===== src/rtl/character_transmission.sv =====
// UART-lite transmitter: serialises start bit, DATA_BITS data bits (LSB first) and a stop bit,
// each OVERSAMPLING clocks long, with a one-deep holding register for back-to-back frames.
module character_transmission #(
  parameter int OVERSAMPLING = 16,
  parameter int DATA_BITS    = 8
) (
  input  logic                 clk_i,
  input  logic                 rst_i,
  input  logic [DATA_BITS-1:0] char_i,
  input  logic                 valid_i,
  output logic                 ready_o,
  output logic                 tx_o,
  output logic                 busy_o
);

  localparam int CW = $clog2(OVERSAMPLING);
  localparam int BW = $clog2(DATA_BITS + 1);
  localparam logic [CW-1:0] CNT_LAST = CW'(OVERSAMPLING - 1);
  localparam logic [BW-1:0] BIT_LAST = BW'(DATA_BITS - 1);

  typedef enum logic [1:0] {IDLE, START, DATA, STOP} state_t;

  state_t               state;
  logic [DATA_BITS-1:0] shift;
  logic [DATA_BITS-1:0] hold;
  logic                 full;
  logic [CW-1:0]        cnt;
  logic [BW-1:0]        bit_idx;
  logic                 handshake;
  logic                 bit_end;

  assign handshake = valid_i && ready_o;
  assign bit_end   = (cnt == CNT_LAST);

  always_ff @(posedge clk_i or posedge rst_i) begin
    if (rst_i) begin
      state   <= IDLE;
      shift   <= '0;
      hold    <= '0;
      full    <= 1'b0;
      cnt     <= '0;
      bit_idx <= '0;
      tx_o    <= 1'b1;
      ready_o <= 1'b1;
      busy_o  <= 1'b0;
    end else begin
      cnt <= (state == IDLE || bit_end) ? '0 : cnt + 1'b1;

      if (handshake && state != IDLE) begin
        hold    <= char_i;
        full    <= 1'b1;
        ready_o <= 1'b0;
      end

      case (state)
        IDLE: begin
          if (handshake) begin
            shift  <= char_i;
            state  <= START;
            tx_o   <= 1'b0;
            busy_o <= 1'b1;
          end else if (full) begin
            // Character accepted on the last stop edge of the previous frame.
            shift   <= hold;
            full    <= 1'b0;
            ready_o <= 1'b1;
            state   <= START;
            tx_o    <= 1'b0;
            busy_o  <= 1'b1;
          end
        end
        START: begin
          if (bit_end) begin
            state   <= DATA;
            tx_o    <= shift[0];
            bit_idx <= '0;
          end
        end
        DATA: begin
          if (bit_end) begin
            if (bit_idx == BIT_LAST) begin
              state <= STOP;
              tx_o  <= 1'b1;
            end else begin
              shift   <= {1'b0, shift[DATA_BITS-1:1]};
              tx_o    <= shift[1];
              bit_idx <= bit_idx + 1'b1;
            end
          end
        end
        STOP: begin
          if (bit_end) begin
            if (full) begin
              shift   <= hold;
              full    <= 1'b0;
              ready_o <= 1'b1;
              state   <= START;
              tx_o    <= 1'b0;
            end else begin
              state  <= IDLE;
              busy_o <= 1'b0;
            end
          end
        end
        default: state <= IDLE;
      endcase
    end
  end

endmodule


===== config.mk =====
export PLATFORM = sky130hd
export DESIGN_NAME = character_transmission
export DESIGN_NICKNAME = d
export VERILOG_FILES = /design/src/rtl/character_transmission.sv
export SDC_FILE = /design/constraint.sdc
export NUM_CORES = 1
export LEC_CHECK = 0
export ABC_AREA = 1
export CAP_MARGIN = 15
export CORE_ASPECT_RATIO = 1.5
export CORE_MARGIN = 2
export CORE_UTILIZATION = 42
export CTS_CLUSTER_SIZE = 10
export DETAILED_ROUTE_END_ITERATION = 10
export SYNTH_ARGS = -nofsm -noshare
export SYNTH_HDL_FRONTEND = slang
export SYNTH_SLANG_ARGS = --single-unit

===== constraint.sdc =====
create_clock -name clk_i -period 2.5 [get_ports clk_i]
set_input_delay 0.375 -clock clk_i [delete_from_list [all_inputs] [get_ports clk_i]]
set_output_delay 0.375 -clock clk_i [all_outputs]
set_load 0.005 [all_outputs]

Word level (Yosys, flattened, before mapping)
Index checks and enable logic that the tools add are counted.
{ "word_totals": {"out_inout_bits": 3, "ff_bits": 30, "word_cells": 77, "inputBits": 11} }
{ "classes": {"eq_ne": 12, "addsub": 2, "reduce_logical": 13, "mux": 41} }
{ "op_table": {"columns": ["op", "n"], "rows": [
  ["two-way mux 8 bit", 5],
  ["one-hot mux 8 bit (3 select lines)", 1],
  ["two-way mux 1 bit", 19],
  ["two-way mux 4 bit", 4],
  ["two-way mux 2 bit", 6],
  ["!= test 2 bit (second input constant)", 6],
  ["AND reduction 4 bit", 3],
  ["adder 4 x 1 -> 4 bit (second input constant)", 2],
  ["one-hot mux 2 bit (4 select lines)", 1],
  ["one-hot mux 4 bit (2 select lines)", 1],
  ["one-hot mux 1 bit (2 select lines)", 3],
  ["nonzero test 2 bit", 3],
  ["AND reduction 5 bit", 1],
  ["== test 2 bit (second input constant)", 2],
  ["== test 4 x 3 -> 1 bit (second input constant)", 1],
  ["== test 4 bit (second input constant)", 1],
  ["one-hot mux 1 bit (4 select lines)", 1],
  ["!= test 3 bit (second input constant)", 1],
  ["AND reduction 3 bit", 1],
  ["nonzero test 3 bit", 1],
  ["== test 2 x 1 -> 1 bit (second input constant)", 1],
  ["logical AND 1 bit", 2],
  ["zero test 2 bit", 1],
  ["logical OR 1 bit", 1]
]} }

Depth between registers and ports, before layout
Gate-level depths: netlist (run 1).
{ "depth": {"ltp_word": 6, "ltp_mapped": 9, "ltp_nobuf": 9} }

Worst setup path after synthesis (run 1)
No wires, ideal clock.
{ "synth_timing": {"path_kind": "reg2reg", "start": "register state[0]", "end": "register state[0]", "required_time_ns": 2.379, "setup_ns": 0.121, "stages_incl_launch_ff": 9, "arrival_ns": 1.309, "period_less_slack_ns": 1.430, "n_path_buf": 0, "slack_ns": 1.070, "cell_sequence": "dfrtp_1 > inv_1 > ha_1 > nor2_4 > nand2_1 > nand2_1 > nand3_2 > nand2_1 > o21ai_1"} }
{ "synth_between": {"elab_chain_cells": 3, "elab_cells_between_ends": 11} }
{ "synth_rtl": {"columns": ["item", "line", "text"], "rows": [
  ["from (decl)", "23", "state_t state;"],
  ["from (signal assigned)", "37", "state <= IDLE;"],
  ["from (signal assigned)", "59", "state <= START;"],
  ["from (signal assigned)", "67", "state <= START;"],
  ["== test 2 bit (tied with other cells)", "55", "case (state)"],
  ["!= test 2 bit (no source line) / != test 3 bit (equally long branches)", null, null],
  ["AND reduction 5 bit (no source line)", null, null]
]} }
Several ways; a longest one is shown, not always the timed one.
A chain may end at the register's enable or synchronous reset.

Worst setup path after layout (run 1)
{ "layout_timing": {"start": "register state[0]", "end": "register shift[2]"} }
{ "layout_between": {"elab_chain_cells": 3, "elab_cells_between_ends": 9} }
{ "layout_rtl": {"columns": ["item", "line", "text"], "rows": [
  ["== test 2 bit / zero test 2 bit (equally long branches)", "55", null],
  ["!= test 2 bit (no source line) / nonzero test 3 bit (equally long branches)", null, null],
  ["AND reduction 4 bit (no source line)", null, null],
  ["to (signal assigned)", "58", "shift <= char_i;"],
  ["to (signal assigned)", "64", "shift <= hold;"],
  ["to (signal assigned)", "85", "shift <= {1'b0, shift[DATA_BITS-1:1]};"],
  ["to (decl)", "24", "logic [DATA_BITS-1:0] shift;"]
]} }
Several ways; a longest one is shown, not always the timed one.

==> results.cfg, run 1 <==
[clocking]
cts.sink_count = 30
numCtsBuffers = 5
post_cts_buffers = 0
cts_buffer_depth = 2
cts_max_level = 2
clk_pin_slew_ns = 0.07
root_buffer = clkbuf_8
cts_tree = yes
insertion_delay_ns = 0.29
cts-resized-gates = 0
cts_hold_buf = 0

[detailed_routing]
firstDrtPassIters = 4
drcViolationCount = 0
drtIter0Drc = 45
drt.antenna.violating_nets = 0
dr_total_vias = 1499
vias_per_cell = 5.00
post_drt_wl_per_cell_um = 12.8
routed_wl_um = 3840

[synth]
synth_seq_area_share = 0.427
synthArstFlopShare = 1.00
synth_seq_cells = 30
synthFlopType = dfrtp_1
synth_top_area_cell = dfrtp_1
yosysMostFrequentCell = nand2_1
syn_inst = 237
yosys-top-cells-count = nand2_1 (98), dfrtp_1 (28), nand3_1 (27)
yosys_warnings = 0
synth.net_count = 254
syn_area_um2 = 1760
yosys-top-cells-area = dfrtp_1 (40%), nand2_1 (21%), nand3_1 (7.7%)
synth-edff-count = 0
synthDistinctLibCells = 25
yosys.area.top_type_share = 0.397
avgSynthCellArea_um2 = 7.44

[timing]
finalHoldViolations = 0
fin_crit_sh = 0.725
finalSetupViolCount = 0
rsz0062_at_grt = false
slew_headroom = 0.604
fin_tns_setup_ns = 0
worst_pin_slew_ns = 0.594
maxClockFrequency_mhz = 552
slew_viol_final = 0
finClkSkew_ns = 0.00422
period_minus_slack_ns = 1.81

[final_layout]
nets = 271
area_growth_pct = 14.7
drive_gt1_frac = 0.114
multi_input_area_um2 = 887
seqCellArea_um2 = 753
fill_cells = 423
num_antenna_cells = 0

[global_routing]
grt_pass1_vias = 1567
grtUsageTotal = 0.190
grt_start_max_net_pins = 31
grt_overflow = 0
antenna_found_initial = 0
grt_pass1_wl_um = 7120

[critical_path]
cp_slowest_cell = ha_1
worstPathRequired_ns = 2.68
critPathLaunchType = flop
arrival_ns = 1.99
r2r_start = state[0]
critPathKind = reg -> reg
endpoint_kind = flop
critPathMaxFanout = 14
path_buf_inv = 2
crit_start = state[0]
cpPeakStageDelay_ns = 0.54
cp_top_family = adder cells
crit_chain = inv_1 -> ha_1 -> inv_4 -> nand2_4 -> nand2_4 -> nand2_2 -> nand3_4 -> nand2_1 -> nand2_1

[die]
die_width_um = 56.9
std_cell_rows = 28
core_area_um2 = 3990
pin_count = 14
fp.dieArea_um2 = 4740
start_util = 0.441
die_h_um = 83.4

[power]
finalPower_mw = 1.11
vdd_drop_max_mv = 0.394
p_leak_nw = 1.06
power_density_nw_per_um2 = 549

[placement]
io_buffers = 13
gp_congestion = 0.831
place_hpwl_um = 2980

[run]
max-cap-violations = 0

[hold_path]
hp-class = in -> async

[outcome]
outcome = complete, no violations
==> area by class of cell <==
cell class	instances	area share
Multi-Input combinational cell	178	0.439
Inverter	25	0.0476
Clock buffer	7	0.0427
Timing Repair Buffer	14	0.0681
Sequential cell	30	0.373
Tap cell	45	0.0278
Clock inverter	1	0.00248
==> worst register-to-register path, cell delays in order, from the launching register on <==
cell and delay [ns]:
dfrtp_1 0.43, inv_1 0.10, ha_1 0.54, inv_4 0.14
nand2_4 0.11, nand2_4 0.08, nand2_2 0.08, nand3_4 0.10
nand2_1 0.07, nand2_1 0.05
==> registers in the layout (all words and copies together), names as in the netlist <==
register	count
state	2
full	1
hold	8
shift	8
busy_o	1
tx_o	1
bit_idx	4
cnt	4
ready_o	1
==> routing by layer <==
layer / up-vias / part of all wire / GRT usage
met5: - / 0 / 0
met4: 0 / 0.020 / 0.0803
met3: 7 / 0.022 / 0.0405
met2: 17 / 0.52 / 0.326
met1: 697 / 0.44 / 0.225
li1: 778 / - / -
==> cells in the final DEF, fill, tap and decap left out <==
cell	count
inv_1	21
mux2i_1	1
nor2_4	2
dfrtp_1	28
a22oi_1	1
clkdlybuf4s50_1	13
clkinv_2	1
nand3_4	1
inv_4	1
o21ai_1	6
dfstp_2	2
nand3_1	27
ha_1	6
nand4_1	2
nand3_2	3
o21ai_0	3
nor2_1	11
o21bai_1	1
buf_4	1
a21oi_1	5
clkbuf_1	1
nor3_1	1
nand2_4	4
inv_2	3
nand2_1	98
clkbuf_8	6
xnor2_1	1
nand2_2	5
==> logic make-up (layout without fill, tap and decap cells) <==
family | Yosys count | count (layout) | synth area share
and+or+nand+nor | 154 | 154 | 0.402
DFF | 30 | 30 | 0.427
buffers and inverters | 29 | 47 | 0.0696
AOI/OAI and AO/OA | 16 | 16 | 0.0483
adders and majority gates | 6 | 6 | 0.0426
xor gates and xnor gates | 1 | 1 | 0.00497
muxes | 1 | 1 | 0.00568
==> final timing paths <==
path,endpoint,slack (ns),depth (start not counted)
max,shift[2],0.69,9
min,hold[0],0.46,3
max reg2reg,shift[2],0.69,9
min reg2reg,cnt[0],0.47,1
max in group asynchronous,tx_o,1.72,3
min in group clk_i,cnt[0],0.47,1
==> power by group <==
part           internal [mW]  switching [mW]  total (mW)
clock                  0.222           0.188       0.409
combinational         0.0577          0.0765       0.134
sequential             0.538          0.0287       0.567
==> through the flow <==
stage / hold WS (ns) / area (um2) / utilization / worst slack, ns / std cells
after floorplan: 0.433 / 1760 / - / 1.07 / 237
after global placement: 0.452 / 1930 / 0.483 / 0.733 / 292
after detailed placement: 0.458 / 1930 / 0.483 / 0.668 / 292
after CTS: 0.473 / 2020 / 0.506 / 0.678 / 300
after global routing: 0.487 / 2020 / 0.506 / 0.517 / 300
final: 0.462 / 2020 / 0.506 / 0.687 / 300
No activity file was read; power rests on OpenSTA's default activity.
==> run 2, diff against run 1 <==
clock period = 1.75 ns   (was 2.5 ns; I/O delays follow)
==> run 2 against run 1 <==
- first-iteration DRC count shrank 16%
- non-clock buffer count grew 6
- register-to-register slack lost 0.54 ns
- clock power grew 42%
- flip-flop and latch count is the same
- sequential power grew 42%
- critical path type unchanged
==> results.cfg, run 2 (synthesis gave the netlist of run 1 again) <==
[timing]
fin_tns_setup_ns = 0
rsz0062_at_grt = false
finalSetupViolCount = 0
finClkSkew_ns = 0.00807
maxClockFrequency_mhz = 625
slew_headroom = 0.736
finalHoldViolations = 0
slew_viol_final = 0
worst_pin_slew_ns = 0.396
fin_crit_sh = 0.914
layout_setup_ws_ns = 0.150
period_minus_slack_ns = 1.60
hold_ws_ns = 0.353

[final_layout]
final_cell_mix = nand2_1 (98), dfrtp_1 (28), nand3_1 (27)
drive_gt1_frac = 0.134
num_antenna_cells = 0
nets = 277
largestRegisters = hold: 8 flops, shift: 8 flops
final_common_cell = nand2_1
area_growth_pct = 17.2

[global_routing]
grt_start_max_net_pins = 31
antenna_found_initial = 0
grt_pass1_vias = 1607
grt_pass1_wl_um = 7220
grtUsageTotal = 0.195
grt_overflow = 0

[power]
p_leak_nw = 1.09
internal-power_mw = 1.17
power_density_nw_per_um2 = 771
switching_share = 0.265
vdd_drop_max_mv = 0.496
finalPower_mw = 1.59
power_switching_mw = 0.422
p_comb_frac = 0.132
pwr-share-seq = 0.505
pwr-share-clk = 0.363

[critical_path]
endpoint_kind = flop
crit_end = shift[7]
timing.rr.end = shift[7]
critPathKind = reg -> reg
crit_start = state[0]
r2r_cells = 9
ff2ff_setup_slack_ns = 0.15
r2r_start = state[0]
critPathLaunchType = flop
worstPathRequired_ns = 1.92
arrival_ns = 1.77
critPathMaxFanout = 8

[die]
start_util = 0.441
std_cell_rows = 28
fp.dieArea_um2 = 4740
core_area_um2 = 3990
pin_count = 14
die_width_um = 56.9
die_h_um = 83.4

[clocking]
insertion_delay_ns = 0.28
cts.sink_count = 30
clk_pin_slew_ns = 0.07
numCtsBuffers = 5
cts_hold_buf = 0
cts_max_level = 2
cts_tree = yes
cts_buffer_depth = 2
root_buffer = clkbuf_8

[detailed_routing]
drt.antenna.violating_nets = 0
routed_wl_um = 4030
dr_total_vias = 1574
drtIter0Drc = 38
post_drt_wl_per_cell_um = 13.2
vias_per_cell = 5.14
firstDrtPassIters = 4
drcViolationCount = 0

[placement]
gp_congestion = 0.878
io_buffers = 13
place_hpwl_um = 3090
post-place-ws_ns = 0.167

[outcome]
outcome = complete, no violations

[hold_path]
hp-class = in -> async

[run]
max-cap-violations = 0
[run 2: cell count changes in the layout (fill, tap and decap cells not counted)]
| cell | previous run | this run |
|---|---|---|
| buf_4 | 1 | 7 |
[run 2: routing by layer]
layer | wire length [um] | up-vias | share of wire | global-route usage
li1 | - | 794 | - | -
met3 | 108 | 18 | 0.027 | 0.0405
met1 | 1650 | 729 | 0.41 | 0.218
met4 | 184 | 0 | 0.046 | 0.106
met2 | 2080 | 33 | 0.52 | 0.335
met5 | 0 | - | 0 | 0
[run 2: final cells by class]
class / instances / area (um2)
clock buffer: 7 / 86.3
clock inverter: 1 / 5.00
fill: 414 / 1930
inverter: 25 / 96.3
multi-input combinational: 178 / 887
sequential: 30 / 753
tap: 45 / 56.3
timing repair buffer: 20 / 183
[run 2: worst max-delay path: stages (launching register included)]
cell and delay (ns):
dfrtp_1 0.43, inv_1 0.11, ha_1 0.33, inv_4 0.12
nand2_4 0.09, nand2_4 0.08, nand2_2 0.09, nand3_4 0.12
nand2_1 0.08, nand2_1 0.05
[run 2: how the worst min path moves through the flow]
stage                        from         end  slack, ns  cells past startpoint
final                       rst_i  bit_idx[2]       0.35                      3
after global routing        rst_i  bit_idx[2]       0.41                      3
after CTS                   rst_i    shift[1]       0.37                      3
after detailed placement  hold[0]     hold[0]       0.46                      2
after global placement     cnt[0]      cnt[0]       0.45                      1
after floorplan             rst_i  bit_idx[0]       0.35                      1
[run 2: stage by stage]
step	utilization	std cells	instance area [um2]
global placement	0.493	297	1970
floorplan	-	237	1760
finish	0.518	306	2070
global route	0.518	306	2070
CTS	0.516	305	2060
detailed placement	0.493	297	1970
[run 2: power groups by stage]
stage | Combinational (mW) | Clock [mW] | Sequential (mW)
floorplan | 0.131 | 0 | 0.810
global placement | 0.211 | 0 | 0.816
global route | 0.243 | 0.623 | 0.812
CTS | 0.215 | 0.595 | 0.805
detailed placement | 0.215 | 0 | 0.817
finish | 0.210 | 0.579 | 0.804
[run 2: timing repair]
action / in CTS / in global routing
setup buffers: 0 / 1
resized for setup: 0 / 0
endpoints found under the setup margin: 0 / 3
==> run 3, diff against run 2 <==
GPL_TIMING_DRIVEN = 0   (was default)
==> run 3 against run 2 <==
- flip-flop and latch count is the same
- clock power down 3%
- setup slack lost 0.010 ns
- first-iteration DRC count up 45%
- global-route usage grew 0.23 points
- largest cell class unchanged
- non-clock buffer count shrank 1
- routed wire length decreased by 1.4%
- worst hold slack worse by 0.025 ns
- final cell count fell by 0.65%
- cell area grew 0.85%
- sequential share of layout area decreased by 0.25 points
==> results.cfg, run 3 (synthesis gave the netlist of run 1 again) <==
[global_routing]
grt_pass1_vias = 1632
grt_overflow = 0
grtUsageTotal = 0.197
grt_start_max_net_pins = 20
antenna_found_initial = 0
grt_pass1_wl_um = 7290

[critical_path]
critPathMaxFanout = 10
arrival_ns = 1.79
worstPathRequired_ns = 1.93
cp_common_cell = nand2_1
cp_top_family = flip-flops
crit_chain = inv_1 -> ha_1 -> buf_6 -> nand2_1 -> nand2_2 -> nand3_4 -> nand2_1 -> nand2_1
cpPeakStageDelay_ns = 0.44
endpoint_kind = flop
cp_slowest_cell = dfrtp_2
path_buf_inv = 2
critPathKind = reg -> reg
critPathLaunchType = flop
ff2ff_setup_slack_ns = 0.14

[placement]
postPlaceCellArea_um2 = 1980
place_hpwl_um = 3100
io_buffers = 13
post-place-ws_ns = 0.103
gp_congestion = 0.810

[clocking]
numCtsBuffers = 5
cts_max_level = 2
cts_tree = yes
cts_buffer_depth = 2
cts.sink_count = 30
clk_pin_slew_ns = 0.07
root_buffer = clkbuf_8
insertion_delay_ns = 0.28
cts_hold_buf = 0

[final_layout]
final_cell_mix = nand2_1 (98), nand3_1 (27), dfrtp_1 (27)
fill_cells = 423
num_antenna_cells = 0
drive_gt1_frac = 0.131
nets = 276
largestRegisters = hold: 8 flops, shift: 8 flops
area_growth_pct = 18.2
utilization = 0.522
final_common_cell = nand2_1
stdcell_area_um2 = 2080

[timing]
fin_tns_setup_ns = 0
finClkSkew_ns = 0.00749
finalSetupViolCount = 0
maxClockFrequency_mhz = 621
slew_headroom = 0.635
fin_crit_sh = 0.920
rsz0062_at_grt = false
worst_pin_slew_ns = 0.546
layout_setup_ws_ns = 0.139
slew_viol_final = 0
finalHoldViolations = 0
period_minus_slack_ns = 1.61

[power]
p_leak_nw = 1.09
vdd_drop_max_mv = 0.516
power_density_nw_per_um2 = 760

[detailed_routing]
dr_total_vias = 1537
drtIter0Drc = 55
post_drt_wl_per_cell_um = 13.1
drt.antenna.violating_nets = 0
firstDrtPassIters = 4
drcViolationCount = 0
vias_per_cell = 5.06
routed_wl_um = 3970

[die]
std_cell_rows = 28
core_area_um2 = 3990
die_width_um = 56.9
die_h_um = 83.4
pin_count = 14
start_util = 0.441
fp.dieArea_um2 = 4740

[outcome]
outcome = complete, no violations

[run]
max-cap-violations = 0

[hold_path]
hp-class = in -> async
[run 3: final cells by class]
cell class | instances | area, um2 | area share
Timing Repair Buffer | 15 | 178 | 0.0852
Multi-Input combinational cell | 178 | 887 | 0.426
Clock buffer | 7 | 86.3 | 0.0414
Sequential cell | 30 | 754 | 0.362
Tap cell | 45 | 56.3 | 0.0270
Buffer | 4 | 26.3 | 0.0126
Inverter | 25 | 96.3 | 0.0462
[run 3: stage by stage]
| stage | total power, mW | std cells | hold slack, ns |
|---|---|---|---|
| finish | 1.58 | 304 | 0.329 |
| global route | 1.67 | 304 | 0.377 |
| global placement | 1.02 | 295 | 0.455 |
| CTS | 1.60 | 303 | 0.347 |
| floorplan | 0.942 | 237 | 0.352 |
| detailed placement | 1.03 | 296 | 0.460 |
[run 3: power breakdown]
part           total, mW  switching (mW)  internal, mW
combinational      0.209           0.121        0.0883
clock              0.563           0.252         0.311
sequential         0.812          0.0427         0.769
[run 3: worst paths after layout]
kind / startpoint / end / cells after the start
worst max-delay path: state[0] / shift[2] / 8
min in group clk_i: cnt[0] / cnt[0] / 1
worst max register to register: state[0] / shift[2] / 8
worst min-delay path: rst_i / bit_idx[2] / 2
max in group asynchronous: rst_i / ready_o / 3
worst min register to register: cnt[0] / cnt[0] / 1
[run 3: repair_timing]
action / 4_1_cts / 5_1_grt
setup endpoints to repair: 0 / 9
gates resized for setup: 0 / 1
buffers inserted: 0 / 1
[run 3: layer usage]
layer  global-route usage  vias to the layer above  routed length [um]
li1                     -                      788                   -
met1                0.206                      707                1560
met2                0.350                       29                2150
met3               0.0467                       13                 111
met4                0.108                        0                 161
met5                    0                        -                   0
